[src/rtl/mem_port_arbiter.sv]
// Round-robin arbiter and sequencer for the shared memory port (0 = fetch, 1 = load/store).
// Runs one transaction at a time with a bounded ack wait and a one-cycle done pulse to the owner.
module mem_port_arbiter #(
   parameter int n   = 32,
   parameter int AW  = 32,
   parameter int TMO = 16
) (
   input  logic          clk,
   input  logic          reset,
   input  logic          req0,
   input  logic          req1,
   input  logic          we0,
   input  logic          we1,
   input  logic [AW-1:0] addr0,
   input  logic [AW-1:0] addr1,
   input  logic [n-1:0]  wdata0,
   input  logic [n-1:0]  wdata1,
   output logic          done0,
   output logic          done1,
   output logic          err,
   output logic [n-1:0]  rdata,
   output logic          sel,
   output logic          busy,
   output logic          mem_req,
   output logic          mem_we,
   output logic [AW-1:0] mem_addr,
   output logic [n-1:0]  mem_wdata,
   input  logic [n-1:0]  mem_rdata,
   input  logic          mem_ack
);

   localparam int            CW       = (TMO > 0) ? $clog2(TMO + 1) : 1;
   localparam bit            TMO_EN   = (TMO > 0);
   localparam logic [CW-1:0] CNT_LAST = CW'((TMO > 0) ? TMO - 1 : 0);

   typedef enum logic [1:0] {IDLE, REQ, DONE} state_t;

   state_t          state_q;
   logic            sel_q, last_q, busy_q, mem_req_q, mem_we_q;
   logic            done0_q, done1_q, err_q;
   logic [AW-1:0]   mem_addr_q;
   logic [n-1:0]    mem_wdata_q, rdata_q;
   logic [CW-1:0]   cnt_q;

   logic            win_d;
   logic            tmo_d;

   // On a tie the requester that did not own the last transaction wins.
   assign win_d = (req0 && req1) ? ~last_q : req1;
   assign tmo_d = TMO_EN && (cnt_q == CNT_LAST);

   always_ff @(posedge clk or posedge reset) begin
      if (reset) begin
         state_q     <= IDLE;
         sel_q       <= 1'b0;
         last_q      <= 1'b1;
         busy_q      <= 1'b0;
         mem_req_q   <= 1'b0;
         mem_we_q    <= 1'b0;
         mem_addr_q  <= '0;
         mem_wdata_q <= '0;
         rdata_q     <= '0;
         done0_q     <= 1'b0;
         done1_q     <= 1'b0;
         err_q       <= 1'b0;
         cnt_q       <= '0;
      end else begin
         case (state_q)
            IDLE: begin
               if (req0 || req1) begin
                  state_q     <= REQ;
                  sel_q       <= win_d;
                  busy_q      <= 1'b1;
                  mem_req_q   <= 1'b1;
                  mem_we_q    <= win_d ? we1    : we0;
                  mem_addr_q  <= win_d ? addr1  : addr0;
                  mem_wdata_q <= win_d ? wdata1 : wdata0;
                  cnt_q       <= '0;
               end
            end
            REQ: begin
               // An ack in the timeout cycle still counts as a normal completion.
               if (mem_ack || tmo_d) begin
                  state_q   <= DONE;
                  mem_req_q <= 1'b0;
                  err_q     <= ~mem_ack;
                  done0_q   <= ~sel_q;
                  done1_q   <= sel_q;
                  if (mem_ack && !mem_we_q)
                     rdata_q <= mem_rdata;
               end else if (cnt_q != {CW{1'b1}}) begin
                  cnt_q <= cnt_q + 1'b1;
               end
            end
            DONE: begin
               state_q <= IDLE;
               busy_q  <= 1'b0;
               done0_q <= 1'b0;
               done1_q <= 1'b0;
               err_q   <= 1'b0;
               last_q  <= sel_q;
            end
            default: state_q <= IDLE;
         endcase
      end
   end

   assign done0     = done0_q;
   assign done1     = done1_q;
   assign err       = err_q;
   assign rdata     = rdata_q;
   assign sel       = sel_q;
   assign busy      = busy_q;
   assign mem_req   = mem_req_q;
   assign mem_we    = mem_we_q;
   assign mem_addr  = mem_addr_q;
   assign mem_wdata = mem_wdata_q;

endmodule
[config.mk]
export PLATFORM = sky130hd
export DESIGN_NAME = mem_port_arbiter
export DESIGN_NICKNAME = d
export VERILOG_FILES = /design/src/rtl/mem_port_arbiter.sv
export SDC_FILE = /design/constraint.sdc
export NUM_CORES = 1
export LEC_CHECK = 0
export BUFFER_PORTS_ARGS = -buffer_cell sky130_fd_sc_hd__buf_2
export CAP_MARGIN = 20
export CORE_ASPECT_RATIO = 1.75
export CORE_UTILIZATION = 45
export CTS_CLUSTER_SIZE = 14
export DETAILED_ROUTE_END_ITERATION = 16
export PLACE_DENSITY_LB_ADDON = 0.25
export RECOVER_POWER = 25
export SLEW_MARGIN = 40
export SYNTH_ARGS = -nofsm -noshare
export SYNTH_HDL_FRONTEND = slang
export SYNTH_SLANG_ARGS = --single-unit
[constraint.sdc]
create_clock -name clk -period 4.73 [get_ports clk]
set_clock_uncertainty 0.15 [all_clocks]
set_input_delay 0.946 -clock clk [delete_from_list [all_inputs] [get_ports clk]]
set_output_delay 0.946 -clock clk [all_outputs]
set_load 0.005 [all_outputs]
Word-level counts from Yosys, hierarchy flattened:

Index checks and enable logic that the tools add are counted.
W data, S select, Z words.

* $add $sub $neg: 1
* eq/ne operators: 8
* muxes and demuxes: 21
* bitwise operators: 3
* reduce and logical (&&, ||, !) cells: 16

Operators by type and width (number)
* $mux W32: 2
* $mux W5: 3
* $pmux W1 S2: 5
* $pmux W5 S2: 1
* $ne A2 B2 Y1 const B: 4
* $reduce_and A2 Y1: 4
* $mux W1: 7
* $reduce_and A3 Y1: 2
* $reduce_bool A2 Y1: 3
* $add A5 B1 Y5 const B: 1
* $eq A5 B4 Y1 const B: 1
* $ne A5 B5 Y1 const B: 1
* $mux W2: 2
* $pmux W2 S2: 1
* $reduce_and A4 Y1: 1
* $not A1 Y1: 3
* $eq A2 B1 Y1 const B: 1
* $eq A2 B2 Y1 const B: 1
* $logic_and A1 B1 Y1: 2
* $logic_not A2 Y1: 1
* $logic_or A1 B1 Y1: 2
* $logic_not A1 Y1: 1

* register bits after elaboration: 111
* output and inout bits: 103
* word-level logic and storage cells: 62

Logic depth before layout (Yosys ltp):

Gate-level depths: netlist of run 1.

* depth in word-level cells: 4
* mapped depth: 7
* depth with buffers taken out: 6

Worst setup path after synthesis of run 1:

Ideal clock, no wire load.

* kind: input -> register
* from: in req1
* to: reg mem_wdata_q[0] (netlist: mem_wdata[0])
* setup time: 0.125 ns
* data arrival time: 2.226 ns
* data required time: 4.455 ns
* slack: 2.229 ns
* cell stages on the path: 5
* path buffers: 2
* cells stage by stage: a21boi_0 buf_2 buf_2 mux2_2 mux2_2

* cells in the longest elaborated chain, start to end: 3

RTL lines
* start, declared: RTL line 11 `input logic req1,`
* $logic_and A1 B1 Y1: RTL line 49 `assign win_d = (req0 && req1) ? ~last_q : req1;`
* $mux W1: RTL line 49
* $mux W32: RTL line 77 `mem_wdata_q <= win_d ? wdata1 : wdata0;`
* end signal, assigned: RTL line 77
* end, declared: RTL line 42 `logic [n-1:0] mem_wdata_q, rdata_q;`

Several ways; a longest one is shown, not always the timed one.
A chain may end at the register's enable or synchronous reset.

Worst setup path after layout of run 1:

* from: reg cnt_q[0]
* to: reg cnt_q[2]

* cells in the longest elaborated chain, start to end: 4

RTL lines
* start, declared: RTL line 43 `logic [CW-1:0] cnt_q;`
* start signal, assigned: RTL line 92 `cnt_q <= cnt_q + 1'b1;`
* $add A5 B1 Y5 / $eq A5 B4 Y1 (equally long branches): RTL line 92, 50
* $mux W5 / $logic_or A1 B1 Y1 (equally long branches): RTL line 91, 83
* $mux W5 / $ne A2 B2 Y1 (equally long branches)
* $pmux W5 S2 / $reduce_and A4 Y1 (equally long branches)

Several ways; a longest one is shown, not always the timed one. The select of a mux whose other input is x is not followed.

==> results of run 1 <==
-- cell type report --
| type | count | area (sq um) | share of cell area |
|---|---|---|---|
| Tap cell | 130 | 163 | 0.0237 |
| Multi-Input combinational cell | 209 | 2160 | 0.316 |
| Inverter | 5 | 23.8 | 0.00347 |
| Sequential cell | 111 | 2780 | 0.405 |
| Clock buffer | 9 | 225 | 0.0328 |
| Timing Repair Buffer | 274 | 1410 | 0.206 |
| Clock inverter | 6 | 93.8 | 0.0137 |
-- sequential cells by signal, summed over array words and instances (netlist names), 2 cells and up --
signal and count:
rdata 32, mem_wdata 32, mem_addr 32, state_q 2
cnt_q 5
-- final timing paths --
path                            cells after the start  slack (ns)            startpoint                  endpoint
min in group asynchronous                           2        0.55                 reset  mem_wdata[4]$_DFFE_PP0P_
max in group asynchronous                           3        2.91                 reset  mem_addr[18]$_DFFE_PP0P_
worst min-delay path                                2        0.34      busy$_DFFE_PP0P_          busy$_DFFE_PP0P_
worst min register to register                      2        0.34      busy$_DFFE_PP0P_          busy$_DFFE_PP0P_
worst max-delay path                                6        2.10  cnt_q[0]$_DFFE_PP0P_      cnt_q[2]$_DFFE_PP0P_
worst max register to register                      6        2.10  cnt_q[0]$_DFFE_PP0P_      cnt_q[2]$_DFFE_PP0P_
-- stage by stage --
stage | instance area (sq um) | total power, mW | hold WS, ns | cells | setup slack [ns]
2_1_floorplan | 5030 | 2.57 | 0.305 | 343 | 0.705
3_3_place_gp | 6530 | 3.22 | 0.310 | 728 | 1.75
3_5_place_dp | 6530 | 3.29 | 0.321 | 728 | 1.67
4_1_cts | 6850 | 4.11 | 0.340 | 743 | 2.03
5_1_grt | 6860 | 4.32 | 0.364 | 744 | 1.99
6_report | 6860 | 4.05 | 0.341 | 744 | 2.10
-- power by group --
group / leakage, nW / switching, mW / internal [mW]
logic: 1.87 / 0.647 / 0.937
registers: 1.31 / 0.242 / 1.42
clock network: 0.153 / 0.336 / 0.466
-- worst max-delay path: stages, from the launching register on --
cell and delay (ns):
dfrtp_1 0.41, ha_1 0.24, and3_1 0.22, ha_1 0.22, or4b_1 0.63, or2_4 0.30, a311o_1 0.35
-- synthesized netlist by cell type --
library cell / number / area [sq um]
dfrtp_1: 110 / 2750
buf_2: 12 / 60.1
nand3_1: 1 / 5.00
inv_1: 5 / 18.8
a311o_1: 1 / 10.0
nor2_1: 5 / 18.8
o211ai_1: 1 / 7.51
or4b_1: 1 / 10.0
or2b_2: 1 / 8.76
ha_1: 3 / 37.5
and2b_2: 1 / 8.76
or2b_1: 1 / 7.51
nor3b_1: 2 / 15.0
a31o_2: 1 / 8.76
mux2_1: 2 / 22.5
o21ai_0: 6 / 30.0
clkbuf_1: 2 / 7.51
nor3_2: 1 / 10.0
o221ai_1: 1 / 8.76
xnor2_1: 1 / 8.76
dfstp_2: 1 / 26.3
nand2b_1: 1 / 6.26
a21boi_0: 1 / 7.51
buf_4: 4 / 30.0
mux2_2: 160 / 1800
or2_4: 1 / 8.76
nand2_1: 8 / 30.0
and3_1: 1 / 6.26
nor4_1: 1 / 6.26
mux2i_1: 3 / 30.0
a31oi_1: 1 / 6.26
or2_2: 1 / 6.26
o22ai_1: 2 / 12.5
-- layer usage --
layer,track usage,wire length (microns)
met2,0.371,6460
met4,0.0970,422
met5,0,0
met3,0.0405,650
met1,0.220,4240
-- cell families (layout without fill, tap and decap cells) --
family	after synthesis	after routing	synth area share
AO/OA/AOI/OAI	14	14	0.0181
XOR/XNOR	1	1	0.00174
adder cells (fa/ha/maj)	3	3	0.00746
buffers and inverters	23	294	0.0231
flip-flops	111	111	0.552
multiplexers	165	165	0.368
AND/OR/NAND/NOR	26	26	0.0293
==> impl_summary.log, run 1 <==
[metrics] outcome: complete, no violations
[metrics] Die Area: 11600 sq um
[metrics] total negative setup slack: 0 ns
[metrics] number of distinct library cell variants in the gate-level netlist after synthesis: 33
[metrics] standard-cell rows: 50
[metrics] critical-path maximum fanout: 6
[metrics] residual DRC count: 0
[metrics] final layout net count: 780
[metrics] Hold Fails Final Rpt: 0
[metrics] Final Setup Violations: 0
[metrics] number of sinks handled by clock tree synthesis: 111
[metrics] reported max-cap violation count: 0
[metrics] Hold Buf Count CTS: 0
[metrics] share of cells above drive strength 1: 0.744
[metrics] Syn Inst Count: 343
[metrics] critical path start-end classification: flop to flop
[metrics] Worst slew margin: 0.499
[metrics] final wirelength: 11800 microns
[metrics] number of register bits inferred by synthesis: 111
[metrics] number of buffers inserted by port buffering: 269
[metrics] CTS H-tree depth: 3
[metrics] number of DRC violations after detailed-routing iteration 0: 55
[metrics] buffer cell driving the clock tree root: clkbuf_16
[metrics] type of destination of the critical path: flop
[metrics] leading cell type in the layout, fill and taps excluded: buf_2
[metrics] remaining antenna violation count after routing: 0
[metrics] class of the tightest hold or removal check: flop to flop
[metrics] max frequency: about 380 MHz
[metrics] Period Utilization, post-route: 0.557
[metrics] Diodes inserted: 0
[metrics] max-slew violation count: 0
[metrics] total of cells resized after clock tree synthesis: 0
[metrics] final routed wire length divided by cell count: around 16 microns
[metrics] Initial Util: 0.465
[metrics] Boundary Pins: 270
[metrics] global placer's final weighted congestion: 0.777
[metrics] Clock Tree Buf Depth: 2
[metrics] clock latency at the later pin of the worst-skew pair: 0.33 ns
[metrics] final core occ: 0.634
[metrics] largest net degree at the start of global routing: 77
[metrics] HPWL after detailed placement: 9050 microns
[metrics] CP startpoint kind: flop
[metrics] minimum period implied by the final worst setup slack: 2.63 ns
[metrics] Filler cells: 906
[metrics] sequential share of the synthesized area: 0.552
[metrics] Clock transition at path regs: ~0.070 ns
[metrics] post-synthesis to final-layout area growth: 36.2%
[metrics] number of buffers added by the clock tree synthesis step: 9
[metrics] via density per instance: 5.03
[metrics] Peak supply drop: ~360 uV
[metrics] synthesized net count: about 510
[metrics] required time reported for the critical path endpoint: 4.80 ns
[metrics] clock tree from TritonCTS: yes
[metrics] PD cells: 591 nW/um^2
[metrics] number of antenna violations at the first check in global routing: 0
[metrics] vias in the first global route: 3817
[metrics] standby leakage power: 3.33 nW
[metrics] synthesized area per cell: 14.7 sq um
[metrics] Detailed Routing Iterations Pass 1: 4
[metrics] Horiz. Die Dim: roughly 82 microns
[metrics] total setup buffers inserted after CTS: 0
[metrics] global-route wire length before repair: 18000 microns
[metrics] core region area: 10800 sq um
[metrics] Die Y: 142 microns
[metrics] number of synthesis warnings: 0
[metrics] total global routing track utilization: 0.205
[metrics] unrepaired setup endpoints after global routing: false
[metrics] global route overflow: 0
[metrics] total number of vias: 3742
[metrics] Worst Tran Pin Value: about 0.75 ns
[metrics] combined area of all synthesized cells: 5030 sq um
[metrics] commonest cells after routing, fill and taps aside: buf_2 (267), mux2_2 (160), dfrtp_1 (110), clkbuf_16 (9), nand2_1 (8)
[metrics] Arrival @ worst endpoint: 2.70 ns
No activity file was read; power rests on OpenSTA's default activity.
==> run 2, diff against run 1 <==
--- a/config.mk
+++ b/config.mk
@@ -5,10 +5,11 @@
 export SDC_FILE = /design/constraint.sdc
 export NUM_CORES = 1
 export LEC_CHECK = 0
+export ABC_AREA = 1
 export BUFFER_PORTS_ARGS = -buffer_cell sky130_fd_sc_hd__buf_2
 export CAP_MARGIN = 20
 export CORE_ASPECT_RATIO = 1.75
-export CORE_UTILIZATION = 45
+export CORE_UTILIZATION = 42
 export CTS_CLUSTER_SIZE = 14
 export DETAILED_ROUTE_END_ITERATION = 16
 export PLACE_DENSITY_LB_ADDON = 0.25
==> constraint.sdc (replaced) <==
create_clock -name clk -period 2.34 [get_ports clk]
set_clock_uncertainty 0.15 [all_clocks]
set_input_delay 0.468 -clock clk [delete_from_list [all_inputs] [get_ports clk]]
set_output_delay 0.468 -clock clk [all_outputs]
set_load 0.005 [all_outputs]
==> run 2 against run 1 <==
Net effect: clock power up 84%; sequential power up 99%; largest power group is now combinational cells; setup slack worse by 1.8 ns; utilization down 5.9 points; worst hold slack worse by 0.13 ns; critical path type unchanged; largest cell class unchanged.
==> impl_summary.log, run 2 <==
[metrics] final layout net count: 1140
[metrics] total global routing track utilization: 0.219
[metrics] number of synthesis warnings: 0
[metrics] total setup buffers inserted after CTS: 0
[metrics] critical path's largest stage delay: 0.43 ns
[metrics] via density per instance: 4.62
[metrics] Clock transition at path regs: 0.07 ns
[metrics] top post-synthesis cells by count: nand2_1 (290), dfrtp_1 (110), inv_1 (80), nor2_1 (76), nand3_1 (39)
[metrics] hold-critical path depth: 3
[metrics] total cell area at the placement stage: between 6000 and 7000 sq um
[metrics] critical path start-end classification: flop to flop
[metrics] fraction of synthesis flops using an asynchronous set or reset pin: 1.00
[metrics] max-slew violation count: 0
[metrics] cell repeated most along the worst path: nand2_1
[metrics] Die Y: around 150 microns
[metrics] global route overflow: 0
[metrics] post-route standard cell area excluding fillers: 7230 sq um
[metrics] Worst slew margin: 0.291
[metrics] remaining antenna violation count after routing: 0
[metrics] share of cells above drive strength 1: 0.341
[metrics] number of buffers added by the clock tree synthesis step: 9
[metrics] commonest cells after routing, fill and taps aside: nand2_1 (290), buf_2 (270), dfrtp_1 (110), inv_1 (80), nor2_1 (75)
[metrics] reported max-cap violation count: 0
[metrics] path depth of the worst reg2reg path: 9
[metrics] unrepaired setup endpoints after global routing: false
[metrics] placement-stage worst setup slack: 0.382 ns
[metrics] type of destination of the critical path: flop
[metrics] cell types occupying the most area after synthesis: dfrtp_1 (51%), nand2_1 (20%), inv_1 (5.5%)
[metrics] setup slack of the most critical reg-to-reg path: 0.32 ns
[metrics] number of sinks handled by clock tree synthesis: 111
[metrics] global placer's final weighted congestion: 0.823
[metrics] Clock Tree Buf Depth: 2
[metrics] sequential share of the synthesized area: 0.512
[metrics] max frequency: 496 MHz
[metrics] final wirelength: 14300 microns
[metrics] count of flip-flops with a built-in enable after synthesis: 0
[metrics] number of register bits inferred by synthesis: 111
[metrics] CTS H-tree depth: 3
[metrics] endpoint of the worst-slack reg-to-reg timing path: cnt_q[3]$_DFFE_PP0P_
[metrics] total negative setup slack: 0 ns
[metrics] most numerous cell in the Yosys netlist: nand2_1
[metrics] multi-input logic area: 2130 sq um
[metrics] class of the tightest hold or removal check: primary input to flop
[metrics] final worst setup slack: 0.324 ns
[metrics] Boundary Pins: between 200 and 300
[metrics] Period Utilization, post-route: 0.861
[metrics] Hold Fails Final Rpt: 0
[metrics] standard-cell rows: 54
[metrics] Worst Tran Pin Value: 1.06 ns
[metrics] combined area of all synthesized cells: 5430 sq um
[metrics] clock latency at the later pin of the worst-skew pair: 0.34 ns
[metrics] leading cell type in the layout, fill and taps excluded: nand2_1
[metrics] standby leakage power: 4.23 nW
[metrics] HPWL after detailed placement: 10500 microns
[metrics] Cell Count Post-Placement: around 1100
[metrics] core region area: 12600 sq um
[metrics] startpoint of the worst-slack reg-to-reg timing path: cnt_q[0]$_DFFE_PP0P_
[metrics] Die Area: about 13000 sq um
[metrics] Detailed Routing Iterations Pass 1: 4
[metrics] synthesized area per cell: 7.59 sq um
[metrics] final core occ: 0.575
[metrics] required time reported for the critical path endpoint: 2.47 ns
[metrics] Finished Layout Cells: 1145
[metrics] cell taking the most area after synthesis: dfrtp_1
[metrics] top cell type's share of synthesized area: 0.507
[metrics] residual DRC count: 0
[metrics] CP startpoint kind: flop
[metrics] largest net degree at the start of global routing: 66
[metrics] vias in the first global route: 5055
[metrics] synthesized net count: 886
[metrics] slowest stage cell, crit path: dfrtp_1
[metrics] minimum period implied by the final worst setup slack: 2.02 ns
[metrics] Final Setup Violations: 0
[metrics] FF/Latch Area: 2780 sq um
[metrics] Arrival @ worst endpoint: 2.14 ns
[metrics] clock tree from TritonCTS: yes
[metrics] Filler cells: 1276
[metrics] Power Total: 8.30 mW
[metrics] Peak supply drop: between 400 and 500 uV
[metrics] Syn Inst Count: 716
[metrics] PD cells: 1150 nW/um^2
[metrics] number of DRC violations after detailed-routing iteration 0: 170
[metrics] number of antenna violations at the first check in global routing: 3
[metrics] post-synthesis to final-layout area growth: 33.0%
[metrics] final routed wire length divided by cell count: roughly 13 microns
[metrics] total number of vias: 5294
[metrics] worst hold slack across all endpoints: 0.210 ns
[metrics] CP cell instances: ha_1 -> nand2_1 -> nor2_1 -> ha_1 -> nor2_1 -> nand3_1 -> clkinv_1 -> nand2_1 -> nand2_1
[metrics] number of buffers inserted by port buffering: 269
[metrics] prevailing post-synth register cell: dfrtp_1
[metrics] HP Start: mem_rdata[2]
[metrics] buffer cell driving the clock tree root: clkbuf_16
[metrics] critical-path maximum fanout: 7
[metrics] Initial Util: 0.432
[metrics] Horiz. Die Dim: 88.0 microns
[metrics] worst-case hold path end point: rdata[2]$_DFFE_PP0P_
[metrics] global-route wire length before repair: 23000 microns
[metrics] number of distinct library cell variants in the gate-level netlist after synthesis: 20
[metrics] outcome: complete, no violations
-- run 2: repair_timing --
action,4_1_cts,5_1_grt
gates resized for setup,0,0
hold buffers,1,0
hold endpoints to repair,6,0
-- run 2: layout make-up --
type | instances | area share
diodes | 2 | 0.000693
clock buffers | 13 | 0.0360
clock inverters | 3 | 0.00346
inverters | 83 | 0.0433
multi-input cells | 484 | 0.295
flip-flops and latches | 111 | 0.385
well taps | 168 | 0.0291
repair buffers | 281 | 0.207
-- run 2: worst max-delay path, delay by kind of cell, from the launching register on --
kind	cells	cell delay, ns
fa+ha+maj	2	0.40
buf+inv	1	0.15
flops	1	0.43
simple gates	6	0.80
-- run 2: power breakdown --
part	switching, mW	leakage, nW	internal, mW
logic	2.01	2.73	1.48
registers	0.495	1.36	2.84
clock network	0.687	0.136	0.789
total	3.20	4.23	5.11
-- run 2: how the worst max path moves through the flow --
stage	from	end	slack, ns
CTS	cnt_q[0]$_DFFE_PP0P_	cnt_q[3]$_DFFE_PP0P_	0.33
global route	cnt_q[0]$_DFFE_PP0P_	cnt_q[3]$_DFFE_PP0P_	0.12
floorplan	reset	busy$_DFFE_PP0P_	0.38
global placement	cnt_q[0]$_DFFE_PP0P_	cnt_q[4]$_DFFE_PP0P_	0.42
detailed placement	cnt_q[0]$_DFFE_PP0P_	cnt_q[3]$_DFFE_PP0P_	0.38
finish	cnt_q[0]$_DFFE_PP0P_	cnt_q[3]$_DFFE_PP0P_	0.32
-- run 2: cell families (layout without fill, tap and decap cells) --
group / Yosys count / count (layout) / synth area share
buf+inv: 121 / 380 / 0.0991
simple gates: 410 / 410 / 0.296
fa+ha+maj: 3 / 3 / 0.00691
compound gates: 71 / 71 / 0.0868
flops: 111 / 111 / 0.512
other cells: 0 / 2 / 0
-- run 2: metal layers --
| metal | wire [microns] | track usage | vias up |
|---|---|---|---|
| met5 | 10 | 0 | - |
| met4 | 376 | 0.0890 | 2 |
| met3 | 1160 | 0.0585 | 28 |
| met2 | 7400 | 0.398 | 204 |
| met1 | 5370 | 0.230 | 2394 |
| li1 | - | - | 2666 |
==> run 3, diff against run 2 <==
--- a/config.mk
+++ b/config.mk
@@ -9,7 +9,7 @@
 export BUFFER_PORTS_ARGS = -buffer_cell sky130_fd_sc_hd__buf_2
 export CAP_MARGIN = 20
 export CORE_ASPECT_RATIO = 1.75
-export CORE_UTILIZATION = 42
+export CORE_UTILIZATION = 50
 export CTS_CLUSTER_SIZE = 14
 export DETAILED_ROUTE_END_ITERATION = 16
 export PLACE_DENSITY_LB_ADDON = 0.25
==> constraint.sdc (replaced) <==
create_clock -name clk -period 2.35 [get_ports clk]
set_clock_uncertainty 0.15 [all_clocks]
set_input_delay 0.47 -clock clk [delete_from_list [all_inputs] [get_ports clk]]
set_output_delay 0.47 -clock clk [all_outputs]
set_load 0.005 [all_outputs]
==> run 3 against run 2 <==
Net effect: the run now ends with max-capacitance violations, max-slew violations left; utilization grew 9.7 points; first-iteration DRC count grew 50%; die area shrank 16%; sequential share of layout area grew 0.45 points; critical endpoint is now cnt_q[1]$_DFFE_PP0P_; clock power grew 5%; register-to-register slack gained 0.05 ns; clock-buffer cell count shrank 3; flip-flop and latch count is the same; sequential power is essentially flat; global-route usage grew 3.1 points; worst hold slack lost 0.0058 ns.
==> impl_summary.log, run 3 (synthesis results as in run 2) <==
[metrics] standby leakage power: 4.22 nW
[metrics] Flop pwr share: 0.395
[metrics] failing checks: max-capacitance violations, max-slew violations
[metrics] max frequency: between 500 and 600 MHz
[metrics] Diodes inserted: 0
[metrics] share of cells above drive strength 1: 0.342
[metrics] Clk network pwr share: 0.187
[metrics] required time reported for the critical path endpoint: 2.48 ns
[metrics] Finished Layout Cells: about 1100
[metrics] HPWL after detailed placement: 10000 microns
[metrics] number of antenna violations at the first check in global routing: 0
[metrics] post-route standard cell area excluding fillers: 7140 sq um
[metrics] number of DRC violations after detailed-routing iteration 0: 255
[metrics] number of buffers inserted by port buffering: 269
[metrics] combinational share of power: 0.418
[metrics] clock latency at the later pin of the worst-skew pair: 0.34 ns
[metrics] largest net degree at the start of global routing: 112
[metrics] Period Utilization, post-route: 0.842
[metrics] CP startpoint kind: flop
[metrics] total of cells resized after clock tree synthesis: 0
[metrics] class of the tightest hold or removal check: primary input to flop
[metrics] global placer's final weighted congestion: 0.804
[metrics] minimum period implied by the final worst setup slack: 1.98 ns
[metrics] final wirelength: 14000 microns
[metrics] buffer cell driving the clock tree root: clkbuf_16
[metrics] Final Setup Violations: 0
[metrics] Horiz. Die Dim: about 81 microns
[metrics] post-synthesis to final-layout area growth: 31.5%
[metrics] Arrival @ worst endpoint: 2.11 ns
[metrics] total cell area at the placement stage: roughly 6900 sq um
[metrics] sw power: 3.20 mW
[metrics] path depth of the worst reg2reg path: 9
[metrics] total number of vias: 5259
[metrics] Die Y: 140 microns
[metrics] Boundary Pins: 270
[metrics] Die Area: between 10000 and 15000 sq um
[metrics] Hold Buf Count CTS: 0
[metrics] Cell Count Post-Placement: roughly 1100
[metrics] remaining antenna violation count after routing: 0
[metrics] Initial Util: 0.511
[metrics] unrepaired setup endpoints after global routing: false
[metrics] PD cells: 1170 nW/um^2
[metrics] total global routing track utilization: 0.250
[metrics] Clock Tree Buf Depth: 2
[metrics] Clock transition at path regs: 0.08 ns
[metrics] global-route wire length before repair: 22000 microns
[metrics] Int Power: between 5 and 6 mW
[metrics] number of sinks handled by clock tree synthesis: 111
[metrics] outcome: complete, but fails checks
[metrics] total negative setup slack: 0 ns
[metrics] type of destination of the critical path: flop
[metrics] max-slew violation count: 112
[metrics] vias in the first global route: between 4000 and 5000
[metrics] core region area: 10600 sq um
[metrics] standard-cell rows: 50
[metrics] leading cell type in the layout, fill and taps excluded: nand2_1
[metrics] final layout net count: 1138
[metrics] CTS H-tree depth: 3
[metrics] reported max-cap violation count: 1
[metrics] Net Sw Frac: 0.383
[metrics] global route overflow: 0
[metrics] Filler cells: 979
[metrics] Detailed Routing Iterations Pass 1: 4
[metrics] via density per instance: 4.77
[metrics] critical path start-end classification: flop to flop
[metrics] residual DRC count: 0
[metrics] critical-path maximum fanout: 7
[metrics] total setup buffers inserted after CTS: 0
[metrics] Peak supply drop: between 600 and 700 uV
[metrics] hold-critical path depth: 3
[metrics] number of buffers added by the clock tree synthesis step: 9
[metrics] final routed wire length divided by cell count: 12.7 microns
[metrics] Worst Tran Pin Value: 1.53 ns
[metrics] final core occ: 0.672
[metrics] Worst slew margin: -0.0207
[metrics] worst hold slack across all endpoints: around 0.20 ns
[metrics] clock tree from TritonCTS: yes
[metrics] Hold Fails Final Rpt: 0
[metrics] commonest cells after routing, fill and taps aside: nand2_1 (290), buf_2 (268), dfrtp_1 (110), inv_1 (79), nor2_1 (75)
==> run 3: cell count changes in the layout (fill, tap and decap cells not counted) <==
cell           before  now
buf_2             270  268
buf_12              5    2
clkbuf_8            2    1
inv_6               1    2
clkbuf_1            2    1
bufinv_16           0    1
dlygate4sd3_1       1    0
clkinvlp_2          1    0
clkinv_2            0    2
clkbuf_4            0    1
inv_2               1    2
diode_2             2    0
inv_1              80   79
buf_4               5    7
==> run 3: layout make-up <==
cell class / instances / area [sq um] / share of cell area
tap: 130 / 163 / 0.0228
sequential: 111 / 2780 / 0.389
multi-input combinational: 484 / 2130 / 0.299
timing repair buffer: 279 / 1450 / 0.202
clock inverter: 6 / 66.3 / 0.00929
clock buffer: 10 / 239 / 0.0335
inverter: 83 / 315 / 0.0441
==> run 3: worst max-delay path: stages (launching register included) <==
cell and delay, ns:
dfrtp_1 0.42, ha_1 0.23, nand2_1 0.08, nor2_1 0.06, ha_1 0.18, nor2_1 0.24, nand3_1 0.28, clkinv_1 0.15
nand2_1 0.06, nand2_1 0.06
==> run 3: final timing paths <==
check / start / end / slack, ns
worst max-delay path: cnt_q[0]$_DFFE_PP0P_ / cnt_q[1]$_DFFE_PP0P_ / 0.37
worst min-delay path: mem_rdata[6] / rdata[6]$_DFFE_PP0P_ / 0.20
worst max register to register: cnt_q[0]$_DFFE_PP0P_ / cnt_q[1]$_DFFE_PP0P_ / 0.37
worst min register to register: rdata[18]$_DFFE_PP0P_ / rdata[18]$_DFFE_PP0P_ / 0.32
max in group asynchronous: reset / rdata[7]$_DFFE_PP0P_ / 0.55
min in group asynchronous: reset / rdata[26]$_DFFE_PP0P_ / 0.50
==> run 3: power by group through the flow <==
stage	Sequential [mW]	Combinational (mW)	Clock, mW
floorplan	3.40	2.02	0
global placement	3.30	3.49	0
detailed placement	3.33	3.56	0
CTS	3.31	3.56	1.59
global route	3.43	3.96	1.67
finish	3.30	3.50	1.56
==> run 3: routing by layer <==
layer	track usage	routed length [microns]	up-vias
met3	0.0603	945	26
met1	0.277	5450	2382
met2	0.447	7210	187
met4	0.0930	397	0
met5	0	0	-
li1	-	-	2664
==> run 3: through the flow <==
step,total power [mW],worst slack [ns]
2_1_floorplan,5.42,0.387
4_1_cts,8.47,0.351
6_report,8.36,0.371
5_1_grt,9.06,0.190
3_3_place_gp,6.79,0.465
3_5_place_dp,6.89,0.411
